--- src/rtl/bits_pkg.sv ---
// Shared constants, state encoding and sizing helper for the BITS literal encoder.
// Optional build macro used by the encoder: BITS_ENC_FULL_WIDTH_EN.
package bits_pkg;

    localparam logic [2:0] PKT_TYPE_LITERAL = 3'd4;
    localparam int         HDR_W            = 6;
    localparam int         GRP_W            = 5;
    localparam int         NIB_W            = 5;

    typedef enum logic [1:0] {
        IDLE = 2'd0,
        PACK = 2'd1,
        SEND = 2'd2
    } state_t;

    // Bytes needed for the longest literal packet of a given value width.
    function automatic int max_bytes(input int value_w);
        return (HDR_W + GRP_W * (value_w / 4) + 7) / 8;
    endfunction

endpackage

--- src/rtl/bits_nibble_count.sv ---
// Leading-nibble priority encoder: number of significant nibbles in value,
// never less than one so that a zero value still produces one group.
module bits_nibble_count
    import bits_pkg::*;
#(
    parameter int VALUE_W = 64
) (
    input  logic [VALUE_W-1:0] value,
    output logic [NIB_W-1:0]   n
);

    localparam int MAX_NIB = VALUE_W / 4;

    always_comb begin
        n = NIB_W'(1);
        for (int i = 1; i < MAX_NIB; i++) begin
            if (value[4*i +: 4] != 4'd0) begin
                n = NIB_W'(i + 1);
            end
        end
    end

endmodule

--- src/rtl/bits_literal_encoder.sv ---
// Serialises one BITS literal packet (type 4) per request as an MSB-first byte
// stream. Define BITS_ENC_FULL_WIDTH_EN to always send every nibble of the value.
module bits_literal_encoder
    import bits_pkg::*;
#(
    parameter int VALUE_W = 64
) (
    input  logic               clk,
    input  logic               resetB,
    input  logic               req_valid,
    output logic               req_ready,
    input  logic [2:0]         req_version,
    input  logic [VALUE_W-1:0] req_value,
    output logic               tx_valid,
    input  logic               tx_ready,
    output logic [7:0]         tx_data,
    output logic               tx_last,
    output logic [15:0]        pkt_count,
    output logic [15:0]        version_sum,
    output state_t             state
);

    localparam int MAX_NIB   = VALUE_W / 4;
    localparam int MAX_BYTES = max_bytes(VALUE_W);
    localparam int SR_W      = MAX_BYTES * 8;
    localparam int CNT_W     = $clog2(MAX_BYTES + 1);

    // Handshakes: a request transfers on req_valid & req_ready at a rising edge;
    // a byte transfers on tx_valid & tx_ready, and tx_valid/tx_data/tx_last stay
    // put until that happens.

    logic [2:0]         ver_q;
    logic [VALUE_W-1:0] val_q;
    logic [SR_W-1:0]    sr;
    logic [CNT_W-1:0]   bytes_left;

    logic [NIB_W-1:0]   n_sel;
    logic [VALUE_W-1:0] aligned;
    logic [SR_W-1:0]    pkt;
    logic [CNT_W-1:0]   nbytes;

`ifdef BITS_ENC_FULL_WIDTH_EN
    assign n_sel = NIB_W'(MAX_NIB);
`else
    bits_nibble_count #(
        .VALUE_W(VALUE_W)
    ) u_nibble_count (
        .value(val_q),
        .n    (n_sel)
    );
`endif

    // Shift the value so its most significant sent nibble sits at the top;
    // group i then always reads a fixed slice of aligned.
    assign aligned = val_q << (4 * (MAX_NIB - int'(n_sel)));

    always_comb begin
        pkt = '0;
        pkt[SR_W-1 -: HDR_W] = {ver_q, PKT_TYPE_LITERAL};
        for (int i = 0; i < MAX_NIB; i++) begin
            if (i < int'(n_sel)) begin
                pkt[SR_W-1-HDR_W-GRP_W*i -: GRP_W] =
                    {(i < int'(n_sel) - 1), aligned[VALUE_W-1-4*i -: 4]};
            end
        end
    end

    assign nbytes    = CNT_W'((HDR_W + GRP_W * int'(n_sel) + 7) / 8);
    assign req_ready = (state == IDLE);
    assign tx_data   = sr[SR_W-1 -: 8];

    always_ff @(posedge clk or negedge resetB) begin
        if (!resetB) begin
            state       <= IDLE;
            ver_q       <= '0;
            val_q       <= '0;
            sr          <= '0;
            bytes_left  <= '0;
            tx_valid    <= 1'b0;
            tx_last     <= 1'b0;
            pkt_count   <= '0;
            version_sum <= '0;
        end else begin
            case (state)
                IDLE: begin
                    if (req_valid) begin
                        ver_q <= req_version;
                        val_q <= req_value;
                        state <= PACK;
                    end
                end
                PACK: begin
                    sr         <= pkt;
                    bytes_left <= nbytes;
                    tx_valid   <= 1'b1;
                    tx_last    <= (nbytes == CNT_W'(1));
                    state      <= SEND;
                end
                SEND: begin
                    if (tx_ready) begin
                        sr         <= sr << 8;
                        bytes_left <= bytes_left - CNT_W'(1);
                        tx_last    <= (bytes_left == CNT_W'(2));
                        if (bytes_left == CNT_W'(1)) begin
                            tx_valid    <= 1'b0;
                            tx_last     <= 1'b0;
                            pkt_count   <= pkt_count + 16'd1;
                            version_sum <= version_sum + 16'(ver_q);
                            state       <= IDLE;
                        end
                    end
                end
                default: state <= IDLE;
            endcase
        end
    end

endmodule

--- config.mk ---
export PLATFORM = sky130hd
export DESIGN_NAME = bits_literal_encoder
export DESIGN_NICKNAME = d
export VERILOG_FILES = /design/src/rtl/bits_pkg.sv /design/src/rtl/bits_nibble_count.sv /design/src/rtl/bits_literal_encoder.sv
export SDC_FILE = /design/constraint.sdc
export NUM_CORES = 1
export LEC_CHECK = 0
export BUFFER_PORTS_ARGS = -buffer_cell sky130_fd_sc_hd__buf_2
export CAP_MARGIN = 20
export CELL_PAD_IN_SITES_DETAIL_PLACEMENT = 0
export CELL_PAD_IN_SITES_GLOBAL_PLACEMENT = 1
export CORE_UTILIZATION = 40
export DETAILED_ROUTE_END_ITERATION = 16
export PLACE_DENSITY = 0.79
export SYNTH_ARGS = -nofsm -noshare
export SYNTH_HDL_FRONTEND = slang
export SYNTH_SLANG_ARGS = --single-unit
--- constraint.sdc ---
create_clock -name clk -period 3.8 [get_ports clk]
set_input_delay 0.76 -clock clk [delete_from_list [all_inputs] [get_ports clk]]
set_output_delay 0.76 -clock clk [all_outputs]
set_load 0.01 [all_outputs]
==> metrics.csv, run 1 <==
stage;metric;value;unit
die;die-area;29800;um^2
logic_synthesis;synth_top_family_by_area;compound AO/OA/AOI/OAI gates;
global_routing;globalRouteOverflowTotal;0;
logic_synthesis;syn_inst;1163;
final_layout;fin_area;14500;um^2
clock_network;cts_hold_buf;0;
die;rows;62;
logic_synthesis;yosysTopAreaCellShare;41.5;%
flow_run;drv_cap;0;
logic_synthesis;synthAdderAreaFrac;2.17;%
placed_design;gp_congestion;1.00;
global_routing;grt_start_max_net_pins;84;
die;io_pins;116;
logic_synthesis;synthTopCellsByCount;dfrtp_1 (193), nand2_1 (113), a21oi_1 (112), nor2_1 (89), mux2_2 (83);
placed_design;io_buffer_count;115;
logic_synthesis;synthDistinctLibCells;77;
route;route.vias.total;10600;
global_routing;grt_pass1_wl;60.3;mm
setup_path;cpMaxStageDelayCell;or4_4;
logic_synthesis;ys_top_cells_by_area;dfrtp_1 (42%), mux2_2 (8.0%), mux4_2 (4.8%), a21oi_1 (4.8%), nand2_1 (3.6%);
setup_path;r2r_slack;0.08;ns
logic_synthesis;synth_compound_gate_area_share;20.1;%
clock_network;cts-root-buf;clkbuf_16;
timing;setup-tns-final;0;ns
logic_synthesis;ys_seq_elements;193;
clock_network;cts_tree;yes;
final_layout;drive_above_1_share;34.8;%
route;drc;0;
route;routedLengthMet1;17.3;mm
timing;setup_viol;0;
global_routing;grt_util_all_layers;27.0;%
final_layout;antennaDiodeCount;0;
final_layout;fillers;2641;
die;start_util;40.6;%
logic_synthesis;synth_top_area_cell;dfrtp_1;
logic_synthesis;synth-simple-area-share;14.2;%
timing;holdWs;0.302;ns
logic_synthesis;synth_edf_count;0;
logic_synthesis;synthArstFlopShare;100;%
setup_path;start_kind;flip-flop;
setup_path;timing.critical_path.cells;or4_4 > o211a_4 > o2111a_2 > o21ai_4 > buf_6 > buf_6 > ha_4 > buf_6 > o211ai_1 > o211ai_1 > clkbuf_16 > buf_12 > nor3_1 > a21oi_2 > a211oi_2 > buf_4 > a2111o_1;
timing;max_freq;269;MHz
clock_network;htreeDepth;4;
setup_path;cp_num_buf_inv;6;
setup_path;r2r-end;sr[64];
setup_path;critPathMaxStageDelay;0.54;ns
logic_synthesis;synth-warning-count;0;
die;core-area;28600;um^2
hold_path;hold_class;in2async;
die;fp.dieH;172;um
route;top_layer_used;met4;
clock_network;clkTransAtPathRegs;0.08;ns
status;outcome;finished, final reports clean;
placed_design;place_area;13600;um^2
logic_synthesis;syn_avg_cell_area;10.0;um^2
global_routing;antenna_found_initial;0;
setup_path;required;4.13;ns
clock_network;cts.path.max_buffers;2;
pwr;powerDensity;1010;nW/um^2
setup_path;rr_worst_depth;17;
setup_path;worstPathArrival;4.04;ns
clock_network;cts.sinks;193;
timing;relSlewSlack;49.7;%
placed_design;hpwl;29.3;mm
setup_path;rr_startpoint;val_q[6];
final_layout;final_nets;1463;
clock_network;cts_buffers;17;
timing;min_period_over_period;97.9;%
final_layout;syn2layout_area_growth;24.6;%
global_routing;grt_pass1_vias;10100;
timing;drv_slew;0;
route;met2_length;17.0;mm
setup_path;critPathKind;reg2reg;
logic_synthesis;yosysSeqAreaShare;41.5;%
timing;tightest_slew;0.755;ns
logic_synthesis;muxShareOfSynthArea;15.0;%
route;drt-vias-per-instance;5.98;
route;dr.pass1.iters;8;
route;drtAntennaViolNets;0;
setup_path;endpoint_kind;flip-flop;
logic_synthesis;synth_most_common_cell;dfrtp_1;
logic_synthesis;ys.flop_type;dfrtp_1;
timing;clock_skew;0.0149;ns
setup_path;crit_family;compound AO/OA/AOI/OAI gates;
route;wl_per_cell;21.8;um
setup_path;crit_top_cell;buf_6;
setup_path;critical_path.max_fanout;10;
die;die_x;172;um
timing;period_minus_slack;3.72;ns
pwr;cellLeakagePower;6.37;nW
timing;hold_violations;0;
route;wl;38.6;mm
route;wl_met3;2.87;mm
clock_network;clk_latency;0.45;ns
route;drtIter0Drc;979;
logic_synthesis;syn_nets;1253;
logic_synthesis;syn_area;11600;um^2
pwr;ir_drop;0.459;mV
logic_synthesis;synth_xor_area_share;2.63;%
worst reg2reg max path, cell delays in order (launching register included):
cell and delay (ns):
dfrtp_1 0.39, or4_4 0.54, o211a_4 0.29, o2111a_2 0.28
o21ai_4 0.21, buf_6 0.13, buf_6 0.09, ha_4 0.13
buf_6 0.10, o211ai_1 0.08, o211ai_1 0.18, clkbuf_16 0.24
buf_12 0.13, nor3_1 0.06, a21oi_2 0.21, a211oi_2 0.11
buf_4 0.16, a2111o_1 0.27
worst max-delay path by stage:
stage	from	to	cells past startpoint
after floorplan	val_q[45]	sr[60]	15
after global placement	val_q[9]	tx_last	15
after detailed placement	val_q[8]	tx_last	15
after CTS	val_q[10]	sr[54]	14
after global routing	val_q[6]	sr[64]	17
final	val_q[6]	sr[64]	17
registers in the layout, indices dropped and copies added, names as in the netlist:
signal       flops
sr              86
val_q           64
pkt_count       16
version_sum     16
bytes_left       4
ver_q            3
state            2
tx_last          1
tx_valid         1
layout by cell type (no fill, tap or decap), types with 16 or more instances in the layout:
cell and n:
xnor2_1 18, a31oi_1 16, buf_4 151, clkbuf_16 18
nand3_1 27, a21oi_1 108, o211ai_1 19, o21ai_0 44
buf_2 114, mux2_2 81, and3_1 34, nand2_1 112
inv_1 16, nor2_1 88, dfrtp_1 193, mux4_2 25
power by group:
part / internal (W) / leakage [nW] / switching, W / total, W
registers: 0.00291 / 2.36 / 0.000743 / 0.00365
logic: 0.00404 / 3.72 / 0.00497 / 0.00901
clock network: 0.00106 / 0.290 / 0.000848 / 0.00191
cell families (layout without fill, tap and decap cells):
family	after synthesis	after routing
compound gates	345	345
xor+xnor	34	34
fa+ha+maj	19	19
buf+inv	111	334
flops	193	193
mux	126	126
simple gates	335	335
repair_timing:
item / CTS / global route
buffers inserted: 3 / 6
gates cloned: 0 / 0
setup endpoints to repair: 6 / 36
hold endpoints to repair: 0 / 0
pin swaps: 8 / 13
resized for setup: 4 / 33
area by class of cell:
type	count	area (um^2)	share of cell area (%)
Clock inverter	11	153	1.05
Sequential cell	193	4830	33.3
Clock buffer	21	450	3.11
Multi-Input combinational cell	859	6510	44.9
Timing Repair Buffer	280	1980	13.6
Inverter	22	85.1	0.587
Tap cell	384	480	3.32
metal layers:
layer  track usage, %  vias to the layer above
li1                 -                     4796
met1             38.7                     5179
met2             40.8                      531
met3             3.78                       80
met4             11.0                        0
met5                0                        -
stage by stage:
stage	setup slack, ns	util (%)	cells	power, W
after floorplan	-0.0119	-	1163	0.00852
after global placement	-0.0856	47.6	1729	0.0121
after detailed placement	-0.103	47.6	1729	0.0121
after CTS	0.00452	49.8	1764	0.0141
after global routing	-0.0403	50.6	1770	0.0154
final	0.0814	50.6	1770	0.0146
Note: power is estimated with default switching activity, not from simulation.
==> run 2, diff against run 1 <==
==> constraint.sdc (replaced) <==
create_clock -name clk -period 3.8 [get_ports clk]
set_input_delay 0.95 -clock clk [delete_from_list [all_inputs] [get_ports clk]]
set_output_delay 0.95 -clock clk [all_outputs]
set_load 0.01 [all_outputs]
==> run 2 against run 1 <==
  * Die area did not move
  * Cell count is 0.96% lower
  * Register-to-register slack is essentially flat
  * Non-clock buffer count decreased by 16
  * Largest cell class unchanged
==> metrics.csv, run 2 (synthesis results as in run 1) <==
stage;metric;value;unit;change
status;outcome;finished, final reports clean;;unchanged
placed_design;gp_congestion;0.973;;was 1.00
die;die_x;172;um;unchanged
flow_run;drv_cap;0;;unchanged
timing;rsz0062_at_grt;true;;
pwr;power_frac_clock;12.8;%;was 13.1%
global_routing;grt_pass1_vias;9982;;was 10100
pwr;internal-power;0.00759;W;was 0.00801 W
clock_network;htreeDepth;4;;unchanged
pwr;combPwrFrac;61.2;%;was 61.8%
timing;drv_slew;0;;unchanged
setup_path;start_kind;flip-flop;;unchanged
route;dr.pass1.iters;6;;was 8
route;route.vias.total;10600;;about the same
setup_path;critPathMaxStageDelay;0.54;ns;about the same
final_layout;largest_reg_flops;86;;unchanged
route;top_layer_used;met4;;unchanged
timing;tightest_slew;0.806;ns;was 0.755 ns
timing;relSlewSlack;46.3;%;was 49.7%
die;die-area;29800;um^2;unchanged
final_layout;stdcell_count;1753;;was 1770
setup_path;crit_family;compound AO/OA/AOI/OAI gates;;unchanged
final_layout;top_regs;sr (86), val_q (64);;unchanged
global_routing;globalRouteOverflowTotal;0;;unchanged
timing;setup-tns-final;0;ns;unchanged
final_layout;final_cell_mix;dfrtp_1 (193), buf_4 (141), buf_2 (114);;was dfrtp_1 (193), buf_4 (151), buf_2 (114)
clock_network;cts_buffers;17;;unchanged
placed_design;io_buffer_count;115;;unchanged
pwr;swShare;46.4;%;was 45.0%
route;wl;38.4;mm;was 38.6 mm
pwr;ir_drop;0.472;mV;was 0.459 mV
die;core-area;28600;um^2;unchanged
final_layout;antennaDiodeCount;0;;unchanged
placed_design;hpwl;28.8;mm;was 29.3 mm
timing;max_freq;269;MHz;about the same
clock_network;clk_latency;0.46;ns;was 0.45 ns
setup_path;timing.critical_path.cells;or4_4 > o211a_4 > o2111a_2 > o21ai_4 > ha_2 > inv_4 > buf_4 > mux4_2 > a31oi_1 > a21oi_1 > a221o_1;;was or4_4 > o211a_4 > o2111a_2 > o21ai_4 > buf_6 > buf_6 > ha_4 > buf_6 > o211ai_1 > o211ai_1 > clkbuf_16 > buf_12 > nor3_1 > a21oi_2 > a211oi_2 > buf_4 > a2111o_1
setup_path;critPathKind;reg2reg;;unchanged
setup_path;endpoint_kind;flip-flop;;unchanged
setup_path;required;4.14;ns;was 4.13 ns
final_layout;fillers;2648;;was 2641
final_layout;final_nets;1447;;was 1463
setup_path;worstPathArrival;4.05;ns;was 4.04 ns
global_routing;grt_start_max_net_pins;92;;was 84
pwr;powerDensity;999;nW/um^2;was 1010 nW/um^2
setup_path;cp_num_buf_inv;2;;was 6
route;drtIter0Drc;1133;;was 979
die;io_pins;116;;unchanged
placed_design;dp.cells;1721;;was 1729
route;wl_met3;3.38;mm;was 2.87 mm
clock_network;clkTransAtPathRegs;0.08;ns;about the same
timing;period_minus_slack;3.71;ns;was 3.72 ns
route;met2_length;16.8;mm;was 17.0 mm
global_routing;antenna_found_initial;0;;unchanged
hold_path;hold_class;reg2reg;;was in2async
die;start_util;40.6;%;unchanged
pwr;cellLeakagePower;6.22;nW;was 6.37 nW
global_routing;grt_util_all_layers;26.7;%;was 27.0%
route;drtAntennaViolNets;0;;unchanged
final_layout;final_common_cell;dfrtp_1;;unchanged
route;routedLengthMet1;16.8;mm;was 17.3 mm
die;fp.dieH;172;um;unchanged
route;drc;0;;unchanged
clock_network;cts_hold_buf;0;;unchanged
pwr;p_switching;0.00656;W;about the same
timing;min_period_over_period;97.7;%;was 97.9%
timing;clock_skew;0.0152;ns;was 0.0149 ns
timing;hold_violations;0;;unchanged
global_routing;grt_pass1_wl;59.1;mm;was 60.3 mm
clock_network;cts.path.max_buffers;2;;unchanged
route;drt-vias-per-instance;6.05;;was 5.98
timing;setup_viol;0;;unchanged
final_layout;drive_above_1_share;33.7;%;was 34.8%
clock_network;cts.sinks;193;;unchanged
clock_network;cts-root-buf;clkbuf_16;;unchanged
setup_path;cpMaxStageDelayCell;or4_4;;unchanged
pwr;seq_power_share;26.0;%;was 25.1%
setup_path;critical_path.max_fanout;10;;unchanged
final_layout;syn2layout_area_growth;21.9;%;was 24.6%
final_layout;largest_register;sr;;unchanged
die;rows;62;;unchanged
clock_network;cts_tree;yes;;unchanged
route;wl_per_cell;21.9;um;was 21.8 um
==> run 2: cell types whose count changed in the layout (fill, tap and decap cells not counted), sizes merged <==
cell | before | now
clkbuf | 23 | 18
inv | 25 | 32
buf | 278 | 263
clkinvlp | 2 | 0
bufinv | 3 | 0
clkinv | 3 | 4
==> run 2: worst reg2reg max path: cells and delay by family, from the launching register on <==
family / cells / cell delay (ns)
muxes: 1 / 0.43
DFF: 1 / 0.39
adders and majority gates: 1 / 0.37
buffers and inverters: 2 / 0.34
and+or+nand+nor: 1 / 0.54
AOI/OAI and AO/OA: 6 / 1.53
==> run 2: worst paths after layout <==
path,to,start,cells after the start,slack [ns]
max reg2reg,sr[59],val_q[5],11,0.09
max,sr[59],val_q[5],11,0.09
max in group asynchronous,sr[42],resetB,2,2.34
min,version_sum[15],version_sum[15],1,0.47
min reg2reg,version_sum[15],version_sum[15],1,0.47
min in group asynchronous,pkt_count[12],resetB,1,0.53
==> run 2: what timing repair did <==
action,CTS,global route
hold endpoints to repair,0,0
setup buffers,1,0
pin swaps,8,8
setup endpoints to repair,2,44
gates resized for setup,4,19
==> run 2: power groups by stage <==
stage	Combinational (W)	Sequential [W]	Clock, W
global route	0.00918	0.00378	0.00192
global placement	0.00822	0.00365	0
CTS	0.00837	0.00365	0.00184
detailed placement	0.00832	0.00368	0
floorplan	0.00498	0.00354	0
finish	0.00867	0.00368	0.00182
==> run 2: layout make-up <==
class | count | area, um^2 | area share, %
repair buffers | 264 | 1780 | 12.5
multi-input cells | 859 | 6440 | 45.4
flip-flops and latches | 193 | 4830 | 34.1
inverters | 22 | 85.1 | 0.600
clock buffers | 17 | 425 | 3.00
well taps | 384 | 480 | 3.39
clock inverters | 14 | 138 | 0.971
==> run 2: metal layers <==
| metal | vias to the layer above | global-route usage (%) |
|---|---|---|
| met5 | - | 0 |
| met4 | 0 | 10.0 |
| met3 | 83 | 4.44 |
| met2 | 593 | 39.9 |
| met1 | 5169 | 38.4 |
| li1 | 4766 | - |
==> run 2: through the flow <==
step / area, um^2 / hold WS [ns] / utilization [%] / power (W) / setup slack [ns]
final: 14200 / 0.471 / 49.5 / 0.0142 / 0.0860
after global routing: 14200 / 0.492 / 49.5 / 0.0149 / -0.0501
after CTS: 14100 / 0.476 / 49.2 / 0.0139 / 0.00770
after detailed placement: 13500 / 0.461 / 47.2 / 0.0120 / -0.0516
after global placement: 13500 / 0.457 / 47.2 / 0.0119 / 0.00988
after floorplan: 11700 / 0.442 / - / 0.00852 / -0.0119
